$ cat config.mk
export PLATFORM = sky130hd
export DESIGN_NAME = seq_det_ctrl
export DESIGN_NICKNAME = d
export VERILOG_FILES = /design/src/rtl/seq_det_pkg.sv /design/src/rtl/seq_det_core.sv /design/src/rtl/seq_det_ctrl.sv
export SDC_FILE = /design/constraint.sdc
export NUM_CORES = 1
export LEC_CHECK = 0
export BUFFER_PORTS_ARGS = -buffer_cell sky130_fd_sc_hd__buf_2
export CORE_MARGIN = 1.5
export CORE_UTILIZATION = 45
export CTS_BUF_LIST = sky130_fd_sc_hd__clkbuf_16
export DETAILED_ROUTE_END_ITERATION = 12
export PLACE_DENSITY_LB_ADDON = 0.1
export SYNTH_ARGS = -nofsm -noshare
export SYNTH_HDL_FRONTEND = slang
export SYNTH_HIERARCHICAL = 1
export SYNTH_SLANG_ARGS = --single-unit
$ cat constraint.sdc
create_clock -name clk -period 4.2 [get_ports clk]
set_input_delay 0.84 -clock clk [delete_from_list [all_inputs] [get_ports clk]]
set_output_delay 0.84 -clock clk [all_outputs]
set_load 0.02 [all_outputs]
$ cat src/rtl/seq_det_pkg.sv
`default_nettype none
// +--------------------------------------------------------------------+
// | seq_det_pkg : shared state type and default widths for seq_det     |
// | Rev 1.0                                                            |
// +--------------------------------------------------------------------+
package seq_det_pkg;

  localparam int PAT_W_DEFAULT = 8;
  localparam int LEN_W_DEFAULT = 4;
  localparam int CNT_W_DEFAULT = 8;
  localparam int TO_W_DEFAULT  = 16;

  typedef enum logic [1:0] {
    ST_IDLE  = 2'd0,
    ST_ARMED = 2'd1,
    ST_RUN   = 2'd2
  } state_t;

endpackage
`default_nettype wire

$ cat src/rtl/seq_det_core.sv
`default_nettype none
// +--------------------------------------------------------------------+
// | seq_det_core : serial history, fill count and masked pattern hit   |
// | Rev 1.0                                                            |
// +--------------------------------------------------------------------+
module seq_det_core
  import seq_det_pkg::*;
#(
  parameter int PAT_W = PAT_W_DEFAULT,
  parameter int LEN_W = LEN_W_DEFAULT
) (
  input  logic             clk,
  input  logic             rst_n,
  input  logic             clear,
  input  logic             shift,
  input  logic             din,
  input  logic [PAT_W-1:0] pattern,
  input  logic [LEN_W-1:0] len,
  output logic             hit
);

  logic [PAT_W-1:0] r_hist;
  logic [PAT_W-1:0] w_hist_nxt;
  logic [LEN_W-1:0] r_fill;
  logic [LEN_W-1:0] w_fill_nxt;
  logic [PAT_W-1:0] w_mask;

  // Hit is judged on the history as it will look after this bit lands,
  // so the registered match pulse appears one cycle after the bit.
  always_comb begin
    w_hist_nxt = {r_hist[PAT_W-2:0], din};
    w_fill_nxt = (r_fill == LEN_W'(PAT_W)) ? r_fill : r_fill + 1'b1;
    w_mask     = ~({PAT_W{1'b1}} << len);
    hit        = shift && (w_fill_nxt >= len) &&
                 (((w_hist_nxt ^ pattern) & w_mask) == '0);
  end

  always_ff @(posedge clk or negedge rst_n) begin
    if (!rst_n) begin
      r_hist <= '0;
      r_fill <= '0;
    end else if (clear) begin
      r_hist <= '0;
      r_fill <= '0;
    end else if (shift) begin
      r_hist <= w_hist_nxt;
      r_fill <= w_fill_nxt;
    end
  end

endmodule
`default_nettype wire

$ cat src/rtl/seq_det_ctrl.sv
`default_nettype none
// +--------------------------------------------------------------------+
// | seq_det_ctrl : configurable serial pattern detection run control   |
// | Rev 1.0                                                            |
// +--------------------------------------------------------------------+
module seq_det_ctrl
  import seq_det_pkg::*;
#(
  parameter int PAT_W = PAT_W_DEFAULT,
  parameter int LEN_W = LEN_W_DEFAULT,
  parameter int CNT_W = CNT_W_DEFAULT,
  parameter int TO_W  = TO_W_DEFAULT
) (
  input  logic             clk,
  input  logic             rst_n,
  input  logic             cfg_valid,
  output logic             cfg_ready,
  input  logic [PAT_W-1:0] cfg_pattern,
  input  logic [LEN_W-1:0] cfg_len,
  input  logic [CNT_W-1:0] cfg_target,
  input  logic [TO_W-1:0]  cfg_timeout,
  output logic             cfg_err,
  input  logic             start,
  input  logic             abort,
  input  logic             data_in,
  input  logic             data_valid,
  output logic             match,
  output logic [CNT_W-1:0] match_count,
  output logic             busy,
  output logic             done,
  output logic             timeout
);

  state_t           r_state, w_state_nxt;
  logic [PAT_W-1:0] r_pat, w_pat_nxt;
  logic [LEN_W-1:0] r_len, w_len_nxt;
  logic [CNT_W-1:0] r_tgt, w_tgt_nxt;
  logic [TO_W-1:0]  r_to, w_to_nxt;
  logic [CNT_W-1:0] r_count, w_count_nxt, w_count_inc;
  logic [TO_W-1:0]  r_to_cnt, w_to_cnt_nxt, w_to_inc;
  logic             r_match, w_match_nxt;
  logic             r_done, w_done_nxt;
  logic             r_timeout, w_timeout_nxt;
  logic             r_cfg_err, w_cfg_err_nxt;
  logic             w_cfg_legal;
  logic             w_clear;
  logic             w_shift;
  logic             w_hit;

  assign w_cfg_legal = (cfg_len != '0) && (cfg_len <= LEN_W'(PAT_W)) &&
                       (cfg_target != '0);
  assign w_shift     = (r_state == ST_RUN) && data_valid;
  assign w_count_inc = r_count + 1'b1;
  assign w_to_inc    = r_to_cnt + 1'b1;

  seq_det_core #(
    .PAT_W (PAT_W),
    .LEN_W (LEN_W)
  ) u_core (
    .clk     (clk),
    .rst_n   (rst_n),
    .clear   (w_clear),
    .shift   (w_shift),
    .din     (data_in),
    .pattern (r_pat),
    .len     (r_len),
    .hit     (w_hit)
  );

  always_comb begin
    w_state_nxt   = r_state;
    w_pat_nxt     = r_pat;
    w_len_nxt     = r_len;
    w_tgt_nxt     = r_tgt;
    w_to_nxt      = r_to;
    w_count_nxt   = r_count;
    w_to_cnt_nxt  = r_to_cnt;
    w_match_nxt   = 1'b0;
    w_done_nxt    = 1'b0;
    w_timeout_nxt = 1'b0;
    w_cfg_err_nxt = 1'b0;
    w_clear       = 1'b0;
    case (r_state)
      ST_IDLE, ST_ARMED: begin
        // A config offer takes priority over start/abort in the same cycle.
        if (cfg_valid) begin
          if (w_cfg_legal) begin
            w_pat_nxt   = cfg_pattern;
            w_len_nxt   = cfg_len;
            w_tgt_nxt   = cfg_target;
            w_to_nxt    = cfg_timeout;
            w_state_nxt = ST_ARMED;
          end else begin
            w_cfg_err_nxt = 1'b1;
          end
        end else if (r_state == ST_ARMED && abort) begin
          w_pat_nxt   = '0;
          w_len_nxt   = '0;
          w_tgt_nxt   = '0;
          w_to_nxt    = '0;
          w_state_nxt = ST_IDLE;
        end else if (r_state == ST_ARMED && start) begin
          w_clear      = 1'b1;
          w_count_nxt  = '0;
          w_to_cnt_nxt = '0;
          w_state_nxt  = ST_RUN;
        end
      end
      ST_RUN: begin
        if (abort) begin
          w_state_nxt = ST_ARMED;
        end else if (w_hit) begin
          w_match_nxt  = 1'b1;
          w_count_nxt  = w_count_inc;
          w_to_cnt_nxt = '0;
          if (w_count_inc == r_tgt) begin
            w_done_nxt  = 1'b1;
            w_state_nxt = ST_ARMED;
          end
        end else begin
          w_to_cnt_nxt = w_to_inc;
          if (r_to != '0 && w_to_inc == r_to) begin
            w_timeout_nxt = 1'b1;
            w_state_nxt   = ST_ARMED;
          end
        end
      end
      default: w_state_nxt = ST_IDLE;
    endcase
  end

  always_ff @(posedge clk or negedge rst_n) begin
    if (!rst_n) begin
      r_state   <= ST_IDLE;
      r_pat     <= '0;
      r_len     <= '0;
      r_tgt     <= '0;
      r_to      <= '0;
      r_count   <= '0;
      r_to_cnt  <= '0;
      r_match   <= 1'b0;
      r_done    <= 1'b0;
      r_timeout <= 1'b0;
      r_cfg_err <= 1'b0;
    end else begin
      r_state   <= w_state_nxt;
      r_pat     <= w_pat_nxt;
      r_len     <= w_len_nxt;
      r_tgt     <= w_tgt_nxt;
      r_to      <= w_to_nxt;
      r_count   <= w_count_nxt;
      r_to_cnt  <= w_to_cnt_nxt;
      r_match   <= w_match_nxt;
      r_done    <= w_done_nxt;
      r_timeout <= w_timeout_nxt;
      r_cfg_err <= w_cfg_err_nxt;
    end
  end

  assign cfg_ready   = (r_state != ST_RUN);
  assign busy        = (r_state == ST_RUN);
  assign match       = r_match;
  assign match_count = r_count;
  assign done        = r_done;
  assign timeout     = r_timeout;
  assign cfg_err     = r_cfg_err;

endmodule
`default_nettype wire
Word-level counts from Yosys, hierarchy flattened --
Cells that the tools add are included.
Cells by class: add/subtract/negate cells 3, $lt $le $gt $ge 2, equality and inequality tests 16, shifts and indexed selects 1, mux-type cells 55, bitwise logic cells 3, reductions and logical operators 21
Operators with widths (count):
- $mux W16 | 8
- $mux W8 | 10
- $pmux W16 S2 | 1
- $mux W4 | 6
- $mux W1 | 18
- $add A16 B1 Y16 const B | 1
- $eq A16 B16 Y1 | 1
- $mux W2 | 8
- $pmux W8 S2 | 1
- $reduce_bool A16 Y1 | 1
- $mux W7 | 2
- $ne A2 B2 Y1 const B | 5
- $add A8 B1 Y8 const B | 1
- $and A8 B8 Y8 | 1
- $eq A8 B8 Y1 | 1
- $logic_and A1 B1 Y1 | 8
- $logic_not A8 Y1 | 1
- $ne A4 B4 Y1 const B | 2
- $not A8 Y8 | 1
- $reduce_bool A8 Y1 | 1
- $shl A8 B4 Y8 const A | 1
- $xor A8 B8 Y8 | 1
- $reduce_and A6 Y1 | 1
- $reduce_bool A2 Y1 | 3
- 16 further kinds | 17
Storage, ports and cells: register bits after elaboration 77, input bits 43, output and inout port bits 14, logic and storage cells 114

Logic depth before layout (Yosys ltp) --
Gate-level depths: netlist (run 1).
depth after elaboration 8, depth in mapped cells 17, mapped depth without buffers 16

Modules after synthesis --
Netlist (run 1), hierarchy kept.
Modules (own cells, without submodules):
- seq_det_ctrl | instances 1, cells an instance 417, area an instance 3636.0 um2, seq. area each 1651.6 um2
- seq_det_core | instances 1, cells an instance 81, area an instance 762.0 um2, seq. area each 275.3 um2

Least setup slack after synthesis (run 1) --
Ideal clock, no wire load.
path type register to register, from reg u_core.r_fill[0], to reg r_to_cnt[10], library setup time 0.128 ns, arrival time 2.812 ns, required time 4.072 ns, slack 1.260 ns, cell stages (with the launch flop) 18, path buffers 2, clock period less this slack 2.940 ns, cell sequence dfrtp_1 inv_1 ha_1 nand2_1 nand2_1 mux2_2 inv_1 ha_1 o21a_1 o21ai_0 a221o_1 nor4_2 or3_1 clkbuf_1 clkbuf_1 nor2_1 o21ai_0 o31ai_1
Between the ends: longest elaborated chain between the ends 8, elaborated cells between the ends (all ways) 9, classes of those cells add/sub: 1; order compare: 1; eq/ne: 1; mux: 4; reduce/logical: 2
RTL lines:
- start: declaration | line seq_det_core.sv:24 | logic [LEN_W-1:0] r_fill;
- start signal: assignment | line seq_det_core.sv:47 | r_fill <= w_fill_nxt;
- $add A4 B1 Y4 or $eq A4 B4 Y1 (tied branches) | line seq_det_core.sv:32 | w_fill_nxt = (r_fill == LEN_W'(PAT_W)) ? r_fill : r_fill + 1'b1;
- $mux W4 (*) | line seq_det_core.sv:32
- $ge A4 B4 Y1 (*) | line seq_det_core.sv:34 | hit = shift && (w_fill_nxt >= len) &&
- $logic_and A1 B1 Y1 (*) (2 in series) | line seq_det_core.sv:34
- via w_hit | line seq_det_ctrl.sv:48 | logic w_hit;
- $mux W16 (*) | line seq_det_ctrl.sv:112 | end else if (w_hit) begin
- $mux W16 (*) | line seq_det_ctrl.sv:110 | if (abort) begin
- $pmux W16 S2 (*) | line seq_det_ctrl.sv:83 | case (r_state)
- end signal: assignment | line seq_det_ctrl.sv:152 | r_to_cnt <= w_to_cnt_nxt;
- end: declaration | line seq_det_ctrl.sv:40 | logic [TO_W-1:0] r_to_cnt, w_to_cnt_nxt, w_to_inc;
Mark *: on every way through the listed nets, which the timed path passes. The rest lies on a longest branch. The select of a mux whose other input is x is not followed. A chain may end at the register's enable or synchronous reset.

Final worst setup path (run 1) --
from reg u_core.r_fill[0], to reg r_state[0]
Between the ends: longest elaborated chain between the ends 8, elaborated cells between the ends (all ways) 12, classes of those cells add/sub: 1; order compare: 1; eq/ne: 3; mux: 4; reduce/logical: 3
RTL lines:
- $add A4 B1 Y4 or $eq A4 B4 Y1 (tied branches) | line seq_det_core.sv:32
- $mux W4 (*) | line seq_det_core.sv:32
- $ge A4 B4 Y1 (*) | line seq_det_core.sv:34
- $logic_and A1 B1 Y1 (*) (2 in series) | line seq_det_core.sv:34
- via w_hit | line seq_det_ctrl.sv:48
- $mux W2 | line seq_det_ctrl.sv:112
- $mux W2 | line seq_det_ctrl.sv:110
- $pmux W2 S2 | line seq_det_ctrl.sv:83
- end signal: assignment | line seq_det_ctrl.sv:146 | r_state <= w_state_nxt;
- end: declaration | line seq_det_ctrl.sv:34 | state_t r_state, w_state_nxt;
Mark *: on every way through the listed nets, which the timed path passes. The rest lies on a longest branch.

==> summary.txt, run 1 <==
Setup path
  – Top delay family on crit path: compound AO/OA/AOI/OAI gates
  – Worst-path fanout max: 10
  – Worst reg-to-reg path cell count: 16
  – CP Class: reg2reg
  – Crit path arrival time: 3.49 ns
  – Buf+Inv Stages, Crit Path: 3
  – CP max stage delay: 0.39 ns
  – R2r endpoint: r_state[0]
  – Critical Path RT: 4.43 ns
  – CP Capture Type: flop
  – Worst path slowest cell: dfrtp_1
  – Worst reg2reg startpoint: u_core/r_fill[0]
  – Worst Setup Start Kind: flop
  – Crit path cell chain: inv_1 > ha_1 > nand2_1 > nand2_1 > mux2_2 > inv_1 > ha_1 > o21a_1 > o21ai_0 > a221o_1 > nor4_2 > nand3b_1 > clkinv_1 > o41ai_2 > a21oi_1 > o21ba_1
  – R2R setup slack: 0.93 ns

Clock network
  – H-tree Lvls: 3
  – TritonCTS Buffers: 9
  – Post-CTS Setup Bufs: 0
  – Latest clock arrival within the worst-skew pair: 0.34 ns
  – CTS tree: built
  – Max Root-Sink Buffers: 2
  – Reg clk slew, reported paths: 0.06 ns
  – Clk sink count: 77
  – Hold_buf cts: 0
  – Clock root cell: clkbuf_16
  – CTS resizes: 0

Pwr
  – Final total power: 0.00218 W
  – Sw Ratio: 0.312
  – Clk pwr share: 0.354
  – Max IR drop VDD: 0.000268 V
  – Pleak: 2.30 nW
  – Areal power density over the cells: 433 nW/µm²
  – Combinational power share: 0.211
  – Internal power: 0.00150 W
  – P_sw: 0.000682 W
  – Sequential share of power: 0.435

Hold path
  – Hold path startpoint: r_pat[0]
  – Hold WC Path Type: reg2reg
  – Worst Hold End: r_pat[0]
  – Hold depth: 2

Timing
  – Tcrit/Tclk final: 0.777
  – RSZ-0062 raised after global routing: false
  – Final setup violation count: 0
  – Slack of the critical path: 0.935 ns
  – Setup total negative slack: 0 ns
  – Max-slew headroom: 0.310
  – Final Hold Viols: 0
  – Worst-Margin Slew: 1.04 ns
  – Fmax: 306 MHz
  – Worst Skew: 0.00862 ns
  – Min Hold Slack: 0.500 ns
  – Max-slew violations: 0
  – Min Tclk post-route: 3.27 ns

Finish
  – Layout filler cell count: 927
  – Sequential cell area: 1930 µm²
  – Multi-input gate area: 2330 µm²
  – Layout cells sized above 1: 0.161
  – Final core utilization: 0.539
  – ANT cells: 0
  – Area Growth Syn to Fin: 14.9%
  – Post-layout nets: 594

Route
  – DR pass1 iterations: 5
  – Initial drt markers: 208
  – Final wirelength: 10.2 mm
  – Routed WL per cell: 15.1 µm
  – DR vias/cell: 5.39
  – Vias: 3646
  – Remaining antenna violation count after routing: 0
  – Residual DRC: 0

Yosys
  – Mapped Area: 4400 µm²
  – Syn nets: 549
  – Syn Inst Count: 498
  – Seq/Total Area, Yosys: 0.438
  – Yosys cell types: 54
  – EDFF count, synth: 0
  – Top FF cell, synth: dfrtp_1
  – Syn. warnings: 6
  – #FFs+latches synth: 77
  – Synthesized area per cell: 8.83 µm²
  – Synth top area share: 0.438
  – Main area contributors after synthesis: dfrtp_1 (44%), o21ai_0 (8.2%), nand2_1 (8.1%), xnor2_1 (5.6%), xor2_1 (3.2%)
  – Async set or reset register ratio after synthesis: 1.00
  – Post-synth top cells: nand2_1 (95), dfrtp_1 (77), o21ai_0 (72)
  – Top-count cell post-synth: nand2_1
  – Top cell type by total area after synthesis: dfrtp_1

Place
  – Port Buffers: 56
  – Hpwl dp: 7.33 mm
  – Worst slack, placed: 0.990 ns
  – GPL Wtd Cong: 0.821

Global routing
  – Initial antenna violation count: 0
  – GRT Util Overall: 0.215
  – Global route overflow: 0
  – Pin count of the biggest net entering global routing: 78
  – Vias in the first global route: 3396
  – First-pass GRT wire length: 17.3 mm

Die
  – Total I/O pin count: 57
  – Die span in y: 102 µm
  – Die W: 102 µm
  – Num rows: 35
  – Core Region: 9370 µm²
  – Initial core utilization: 0.469
  – Die area: 10400 µm²

Status
  – Run status: complete, no violations

Job
  – Max-Cap Viols: 0
## cell type report
type | count | share of cell area
Sequential cell | 77 | 0.381
Tap cell | 129 | 0.0320
Inverter | 13 | 0.00966
Multi-Input combinational cell | 384 | 0.460
Clock buffer | 9 | 0.0446
Timing Repair Buffer | 58 | 0.0590
Clock inverter | 7 | 0.0129
## worst min-delay path, cell delays in order (launching register included)
cell     delay, ns
dfrtp_1       0.35
nand2_1       0.05
o21ai_0       0.06
## layout by cell type, fill, tap and decap left out, types with 9 or more instances in the layout
cell type / instances
buf_2: 55
clkbuf_16: 9
dfrtp_1: 77
inv_1: 12
nand2_1: 95
nor2_1: 34
o21ai_0: 72
or3_1: 9
xnor2_1: 28
xor2_1: 16
## worst max-delay path by stage
stage	slack, ns	startpoint	endpoint	cells past startpoint
finish	0.93	u_core/r_fill[0]	r_state[0]	16
global route	0.67	u_core/r_fill[0]	r_state[0]	16
CTS	0.96	u_core/r_fill[0]	r_state[0]	16
detailed placement	0.99	u_core/r_fill[0]	r_state[0]	16
global placement	1.10	u_core/r_fill[0]	r_state[0]	16
floorplan	1.26	u_core/r_fill[0]	r_to_cnt[10]	17
## power groups by stage
stage,logic (W),clock network (W),registers [W]
3_3_place_gp,0.000453,0,0.000959
4_1_cts,0.000465,0.000791,0.000951
5_1_grt,0.000531,0.000817,0.000970
3_5_place_dp,0.000464,0,0.000964
6_report,0.000460,0.000773,0.000951
2_1_floorplan,0.000353,0,0.000929
## through the flow
| stage | cells | instance area, µm² |
|---|---|---|
| after CTS | 677 | 5050 |
| after global placement | 661 | 4760 |
| final | 677 | 5050 |
| after floorplan | 498 | 4400 |
| after global routing | 677 | 5050 |
| after detailed placement | 661 | 4760 |
## routing by layer
layer  global-route usage  share of wire
met3               0.0445          0.038
met1                0.309           0.49
met5                    0              0
met4               0.0706          0.011
met2                0.328           0.47
## kinds of logic after synthesis
family          synth area share
xor+xnor                  0.0876
buf+inv                   0.0333
simple gates               0.233
mux                       0.0208
flops                      0.438
compound gates             0.164
fa+ha+maj                 0.0228
## registers in the layout (all words and copies together), names as in the netlist
name / count
r_pat: 8
r_tgt: 8
r_state: 2
match_count: 8
u_core/r_hist: 7
match: 1
r_to_cnt: 16
timeout: 1
u_core/r_fill: 4
done: 1
cfg_err: 1
r_to: 16
r_len: 4
(Power assumes the default switching activity.)
==> inputs of run 2 (changes only) <==
==> constraint.sdc (replaced) <==
create_clock -name clk -period 3.1 [get_ports clk]
set_input_delay 0.62 -clock clk [delete_from_list [all_inputs] [get_ports clk]]
set_output_delay 0.62 -clock clk [all_outputs]
set_load 0.02 [all_outputs]
==> run 2 against run 1 <==
  * Routed wire length increased by 3.1%
  * Design area increased by 1.4%
  * Largest cell class unchanged
  * Critical path depth decreased by 1
  * Via count increased by 1.4%
  * Combinational power increased by 47%
  * Worst setup slack got worse by 0.81 ns
  * Register-to-register slack got worse by 0.81 ns
  * Critical endpoint unchanged
  * Sequential power increased by 36%
  * Die area unchanged
  * Global-route usage about the same
  * Final cell count increased by 1.0%
==> summary.txt, run 2 (synthesis results as in run 1) <==
Global routing
  – Global route overflow: 0 (unchanged)
  – Pin count of the biggest net entering global routing: 78 (unchanged)
  – Initial antenna violation count: 0 (unchanged)
  – Vias in the first global route: 3470 (+2.2%)
  – GRT Util Overall: 0.216 (about the same)
  – First-pass GRT wire length: 17.4 mm (+0.64%)

Setup path
  – Most frequent CP cell: ha_2
  – Worst path slowest cell: dfrtp_1
  – Buf+Inv Stages, Crit Path: 3 (unchanged)
  – CP Class: reg2reg
  – Worst-path fanout max: 4 (-6)
  – Critical Path RT: 3.33 ns (-1.10 ns)
  – CP max stage delay: 0.42 ns (+0.03 ns)
  – Top delay family on crit path: compound AO/OA/AOI/OAI gates
  – Crit path arrival time: 3.20 ns (-0.29 ns)
  – Crit path cell chain: buf_4 > ha_2 > nand2_1 > mux2_2 > inv_1 > ha_2 > o21a_1 > o21ai_1 > a221o_1 > nor4_4 > nand3b_1 > clkinvlp_4 > o41ai_2 > a21oi_1 > o21ba_1
  – Worst Setup Start Kind: flop
  – CP Capture Type: flop

Route
  – Remaining antenna violation count after routing: 0 (unchanged)
  – WL met1: 5.06 mm (+2.0%)
  – Routed WL per cell: 15.4 µm (+2.1%)
  – Met3 WL: 443 µm (+14%)
  – Top sig layer: met4
  – DR vias/cell: 5.41 (+0.39%)
  – DR pass1 iterations: 4 (-1)
  – Residual DRC: 0 (unchanged)
  – Final wirelength: 10.5 mm (+3.1%)
  – Vias: 3698 (+1.4%)
  – WL met2: 4.86 mm (+2.2%)
  – Initial drt markers: 143 (-31%)

Die
  – Die span in y: 102 µm (unchanged)
  – Die W: 102 µm (unchanged)
  – Num rows: 35 (unchanged)
  – Core Region: 9370 µm² (unchanged)
  – Die area: 10400 µm² (unchanged)
  – Initial core utilization: 0.469 (unchanged)
  – Total I/O pin count: 57 (unchanged)

Finish
  – Area Growth Syn to Fin: 16.5%
  – Post-layout nets: 601 (+1.2%)
  – Most frequent cells in the layout: nand2_1 (94), dfrtp_1 (77), o21ai_0 (67), buf_2 (55), nor2_1 (34)
  – ANT cells: 0 (unchanged)
  – Sequential cell area: 1930 µm² (unchanged)
  – Layout filler cell count: 889 (-4.1%)
  – Largest regs: r_to x16, r_to_cnt x16
  – Most common cell after layout, fill and taps aside: nand2_1
  – Layout cells sized above 1: 0.186 (+0.0250)
  – Multi-input gate area: 2360 µm² (+1.5%)

Hold path
  – Hold WC Path Type: in2async

Timing
  – Worst Skew: 0.00832 ns (-0.000304 ns)
  – Max-slew headroom: 0.275 (-0.0343)
  – Max-slew violations: 0 (unchanged)
  – Final Hold Viols: 0 (unchanged)
  – Tcrit/Tclk final: 0.961 (+0.183)
  – Final setup violation count: 0 (unchanged)
  – Min Tclk post-route: 2.98 ns (-0.287 ns)
  – Fmax: 336 MHz (+9.6%)
  – Worst-Margin Slew: 1.09 ns (+0.0515 ns)
  – Setup total negative slack: 0 ns (unchanged)
  – Slack of the critical path: 0.122 ns (-0.813 ns)

Clock network
  – CTS tree: built
  – Reg clk slew, reported paths: 0.06 ns (about the same)
  – TritonCTS Buffers: 9 (unchanged)
  – Hold_buf cts: 0 (unchanged)
  – Max Root-Sink Buffers: 2 (unchanged)
  – Clk sink count: 77 (unchanged)
  – Latest clock arrival within the worst-skew pair: 0.34 ns (about the same)
  – Clock root cell: clkbuf_16
  – H-tree Lvls: 3 (unchanged)

Pwr
  – Pleak: 2.32 nW (+0.96%)
  – Final total power: 0.00293 W (+34%)
  – Max IR drop VDD: 0.000299 V (+11%)
  – Areal power density over the cells: 573 nW/µm² (+32%)

Status
  – Run status: complete, no violations

Place
  – GPL Wtd Cong: 0.860 (+4.8%)
  – Port Buffers: 56 (unchanged)
  – Worst slack, placed: 0.113 ns (-0.877 ns)
  – Hpwl dp: 7.42 mm (+1.2%)

Job
  – Max-Cap Viols: 0 (unchanged)
[run 2: changes by cell type in the layout (fill, tap and decap cells not counted), moves of 2 or more]
cell | before | now
buf_4 | 3 | 9
ha_2 | 0 | 2
inv_2 | 0 | 2
ha_1 | 8 | 5
clkinv_1 | 2 | 0
o21ai_1 | 5 | 10
o21ai_0 | 72 | 67
clkinvlp_4 | 1 | 3
[run 2: power breakdown]
group	switching (W)	internal (W)	total (W)
logic	0.000360	0.000315	0.000675
registers	0.000157	0.00113	0.00129
clock network	0.000432	0.000538	0.000970
total	0.000950	0.00199	0.00293
[run 2: area by class of cell]
cell class              count  share of cell area
multi-input cells         384               0.461
flip-flops and latches     77               0.376
repair buffers             65              0.0691
clock buffers               9              0.0440
well taps                 129              0.0315
inverters                  13              0.0103
clock inverters             7             0.00830
[run 2: through the flow]
step                      cells  hold slack, ns  area (µm²)  utilization
after floorplan             498           0.324        4400            -
after detailed placement    665           0.495        4790        0.511
after CTS                   681           0.488        5060        0.540
final                       684           0.444        5120        0.547
after global placement      665           0.487        4790        0.511
after global routing        684           0.525        5120        0.547
[run 2: path summary, 6_finish.rpt]
path / cells after the start / to / start / slack (ns)
max in group asynchronous: 1 / r_to_cnt[0] / rst_n / 2.02
min in group clk: 2 / r_pat[2] / r_pat[2] / 0.50
max reg2reg: 15 / r_state[0] / u_core/r_fill[1] / 0.12
min: 1 / match_count[0] / rst_n / 0.44
max: 15 / r_state[0] / u_core/r_fill[1] / 0.12
min reg2reg: 2 / r_pat[2] / r_pat[2] / 0.50
[run 2: what timing repair did]
action                     in CTS  in global routing
buffers inserted                0                  3
gates resized for setup         0                 16
setup endpoints to repair       0                 22
[run 2: metal layers]
metal	track usage	up-vias
met4	0.0811	0
met1	0.307	1750
met5	0	-
met2	0.337	82
met3	0.0287	19
li1	-	1847
==> inputs of run 3 (changes only) <==
--- a/config.mk
+++ b/config.mk
@@ -10,7 +10,7 @@
 export CORE_UTILIZATION = 45
 export CTS_BUF_LIST = sky130_fd_sc_hd__clkbuf_16
 export DETAILED_ROUTE_END_ITERATION = 12
-export PLACE_DENSITY_LB_ADDON = 0.1
+export PLACE_DENSITY = 0.71
 export SYNTH_ARGS = -nofsm -noshare
 export SYNTH_HDL_FRONTEND = slang
 export SYNTH_HIERARCHICAL = 1
==> run 3 against run 2 <==
  * Design area decreased by 0.44%
  * Clock power decreased by 1%
  * Global-route usage decreased by 0.66 points
  * Worst setup slack improved by 0.070 ns
  * Die area unchanged
  * Non-clock buffer count increased by 1
  * First-iteration DRC count increased by 28%
==> summary.txt, run 3 (synthesis results as in run 1) <==
Status
  – Run status: complete, no violations

Clock network
  – TritonCTS Buffers: 9 (unchanged)
  – Reg clk slew, reported paths: 0.06 ns (about the same)
  – Clock root cell: clkbuf_16
  – Max Root-Sink Buffers: 2 (unchanged)
  – Latest clock arrival within the worst-skew pair: 0.33 ns (about the same)
  – Clk sink count: 77 (unchanged)
  – H-tree Lvls: 3 (unchanged)
  – Hold_buf cts: 0 (unchanged)
  – CTS tree: built

Die
  – Die area: 10400 µm² (unchanged)
  – Core Region: 9370 µm² (unchanged)
  – Num rows: 35 (unchanged)
  – Total I/O pin count: 57 (unchanged)
  – Initial core utilization: 0.469 (unchanged)
  – Die W: 102 µm (unchanged)
  – Die span in y: 102 µm (unchanged)

Route
  – Routed WL per cell: 14.7 µm (-4.8%)
  – DR vias/cell: 5.47 (+1.2%)
  – Initial drt markers: 183 (+28%)
  – DR pass1 iterations: 5 (+1)
  – Vias: 3741 (+1.2%)
  – Residual DRC: 0 (unchanged)
  – Remaining antenna violation count after routing: 0 (unchanged)
  – Final wirelength: 10.0 mm (-4.8%)

Global routing
  – Global route overflow: 0 (unchanged)
  – GRT Util Overall: 0.209 (-0.00665)
  – Vias in the first global route: 3631 (+4.6%)
  – Initial antenna violation count: 0 (unchanged)
  – Pin count of the biggest net entering global routing: 78 (unchanged)
  – First-pass GRT wire length: 17.2 mm (-1.3%)

Setup path
  – Crit path cell chain: inv_2 > ha_1 > nand2_1 > nand2_1 > mux2_2 > inv_1 > ha_1 > o21a_1 > o21ai_1 > a221o_1 > nor4_4 > or3_4 > buf_4 > or3_1 > o21ai_0
  – CP max stage delay: 0.40 ns (-0.02 ns)
  – CP Capture Type: flop
  – Critical Path RT: 3.35 ns (+0.02 ns)
  – Worst Setup Start Kind: flop
  – Worst reg-to-reg path cell count: 15 (unchanged)
  – R2R setup slack: 0.19 ns (+0.07 ns)
  – Crit path arrival time: 3.16 ns (-0.04 ns)
  – Worst path slowest cell: or3_4
  – CP Class: reg2reg
  – Worst reg2reg startpoint: u_core/r_fill[0]
  – Worst-path fanout max: 6 (+2)
  – R2r endpoint: r_to_cnt[4]

Finish
  – Largest regs: r_to x16, r_to_cnt x16
  – Post-layout nets: 602 (+0.17%)
  – Most common cell after layout, fill and taps aside: nand2_1
  – ANT cells: 0 (unchanged)
  – Most frequent cells in the layout: nand2_1 (95), dfrtp_1 (77), o21ai_0 (71), buf_2 (55), nor2_1 (34)
  – Layout cells sized above 1: 0.175 (-0.0108)
  – Final core utilization: 0.544 (-0.00240)
  – Area Growth Syn to Fin: 16.0%

Timing
  – Setup total negative slack: 0 ns (unchanged)
  – Max-slew headroom: 0.278 (+0.00257)
  – Worst Skew: 0.00571 ns (-0.00261 ns)
  – Final setup violation count: 0 (unchanged)
  – Max-slew violations: 0 (unchanged)
  – Min Tclk post-route: 2.91 ns (-0.0705 ns)
  – Final Hold Viols: 0 (unchanged)
  – Min Hold Slack: 0.447 ns (+0.00248 ns)
  – Worst-Margin Slew: 1.08 ns (-0.00386 ns)
  – Slack of the critical path: 0.192 ns (+0.0705 ns)
  – Tcrit/Tclk final: 0.938 (-0.0227)
  – Fmax: 344 MHz (+2.4%)

Pwr
  – Combinational power share: 0.226 (-0.004)
  – P_sw: 0.000929 W (-2.2%)
  – Clk pwr share: 0.330 (about the same)
  – Pleak: 2.32 nW (-0.13%)
  – Final total power: 0.00290 W (-1.1%)
  – Areal power density over the cells: 569 nW/µm² (-0.71%)
  – Sw Ratio: 0.320 (-0.00344)
  – Internal power: 0.00197 W (-0.64%)
  – Sequential share of power: 0.444 (+0.004)
  – Max IR drop VDD: 0.000343 V (+15%)

Place
  – GPL Wtd Cong: 0.876 (+1.8%)
  – Port Buffers: 56 (unchanged)
  – Worst slack, placed: 0.160 ns (+0.0474 ns)
  – Hpwl dp: 7.20 mm (-2.9%)

Job
  – Max-Cap Viols: 0 (unchanged)

Hold path
  – Hold WC Path Type: in2async
run 3: routing by layer:
layer / track usage / part of all wire / vias to the layer above
met5: 0 / 0 / -
met4: 0.0748 / 0.019 / 0
met3: 0.0328 / 0.033 / 18
met2: 0.342 / 0.48 / 85
met1: 0.284 / 0.47 / 1787
li1: - / - / 1851
run 3: cell type report:
class                           instances  area (µm²)
Sequential cell                        77        1930
Clock inverter                          6        40.0
Fill cell                             876        4270
Multi-Input combinational cell        384        2340
Clock buffer                            9         225
Inverter                               13        48.8
Timing Repair Buffer                   66         358
Tap cell                              129         161
run 3: worst max-delay path by stage:
| stage | startpoint | end | cells after the start |
|---|---|---|---|
| floorplan | u_core/r_fill[0] | r_to_cnt[10] | 17 |
| global placement | u_core/r_fill[0] | r_to_cnt[4] | 15 |
| detailed placement | u_core/r_fill[0] | r_to_cnt[10] | 16 |
| CTS | u_core/r_fill[0] | r_to_cnt[4] | 15 |
| global route | u_core/r_fill[0] | r_to_cnt[4] | 15 |
| finish | u_core/r_fill[0] | r_to_cnt[4] | 15 |
run 3: power by group through the flow:
stage / clock (W) / combinational, W / sequential (W)
after detailed placement: 0 / 0.000635 / 0.00130
final: 0.000957 / 0.000656 / 0.00129
after global placement: 0 / 0.000603 / 0.00130
after CTS: 0.000968 / 0.000639 / 0.00129
after global routing: 0.00101 / 0.000749 / 0.00131
after floorplan: 0 / 0.000478 / 0.00126
run 3: timing repair:
| action | CTS | global route |
|---|---|---|
| endpoints found under the setup margin | 0 | 22 |
| resized for setup | 0 | 4 |
| buffers inserted | 0 | 2 |
run 3: worst max-delay path: cells and delay by family (launching register included):
family | cells | cell delay (ns)
and+or+nand+nor | 5 | 0.95
muxes | 1 | 0.27
AOI/OAI and AO/OA | 4 | 0.53
DFF | 1 | 0.39
buffers and inverters | 3 | 0.29
adders and majority gates | 2 | 0.41
run 3: stage by stage:
step           instances  instance area [µm²]
2_1_floorplan        498                 4400
3_3_place_gp         667                 4810
3_5_place_dp         667                 4810
4_1_cts              682                 5070
5_1_grt              684                 5100
6_report             684                 5100
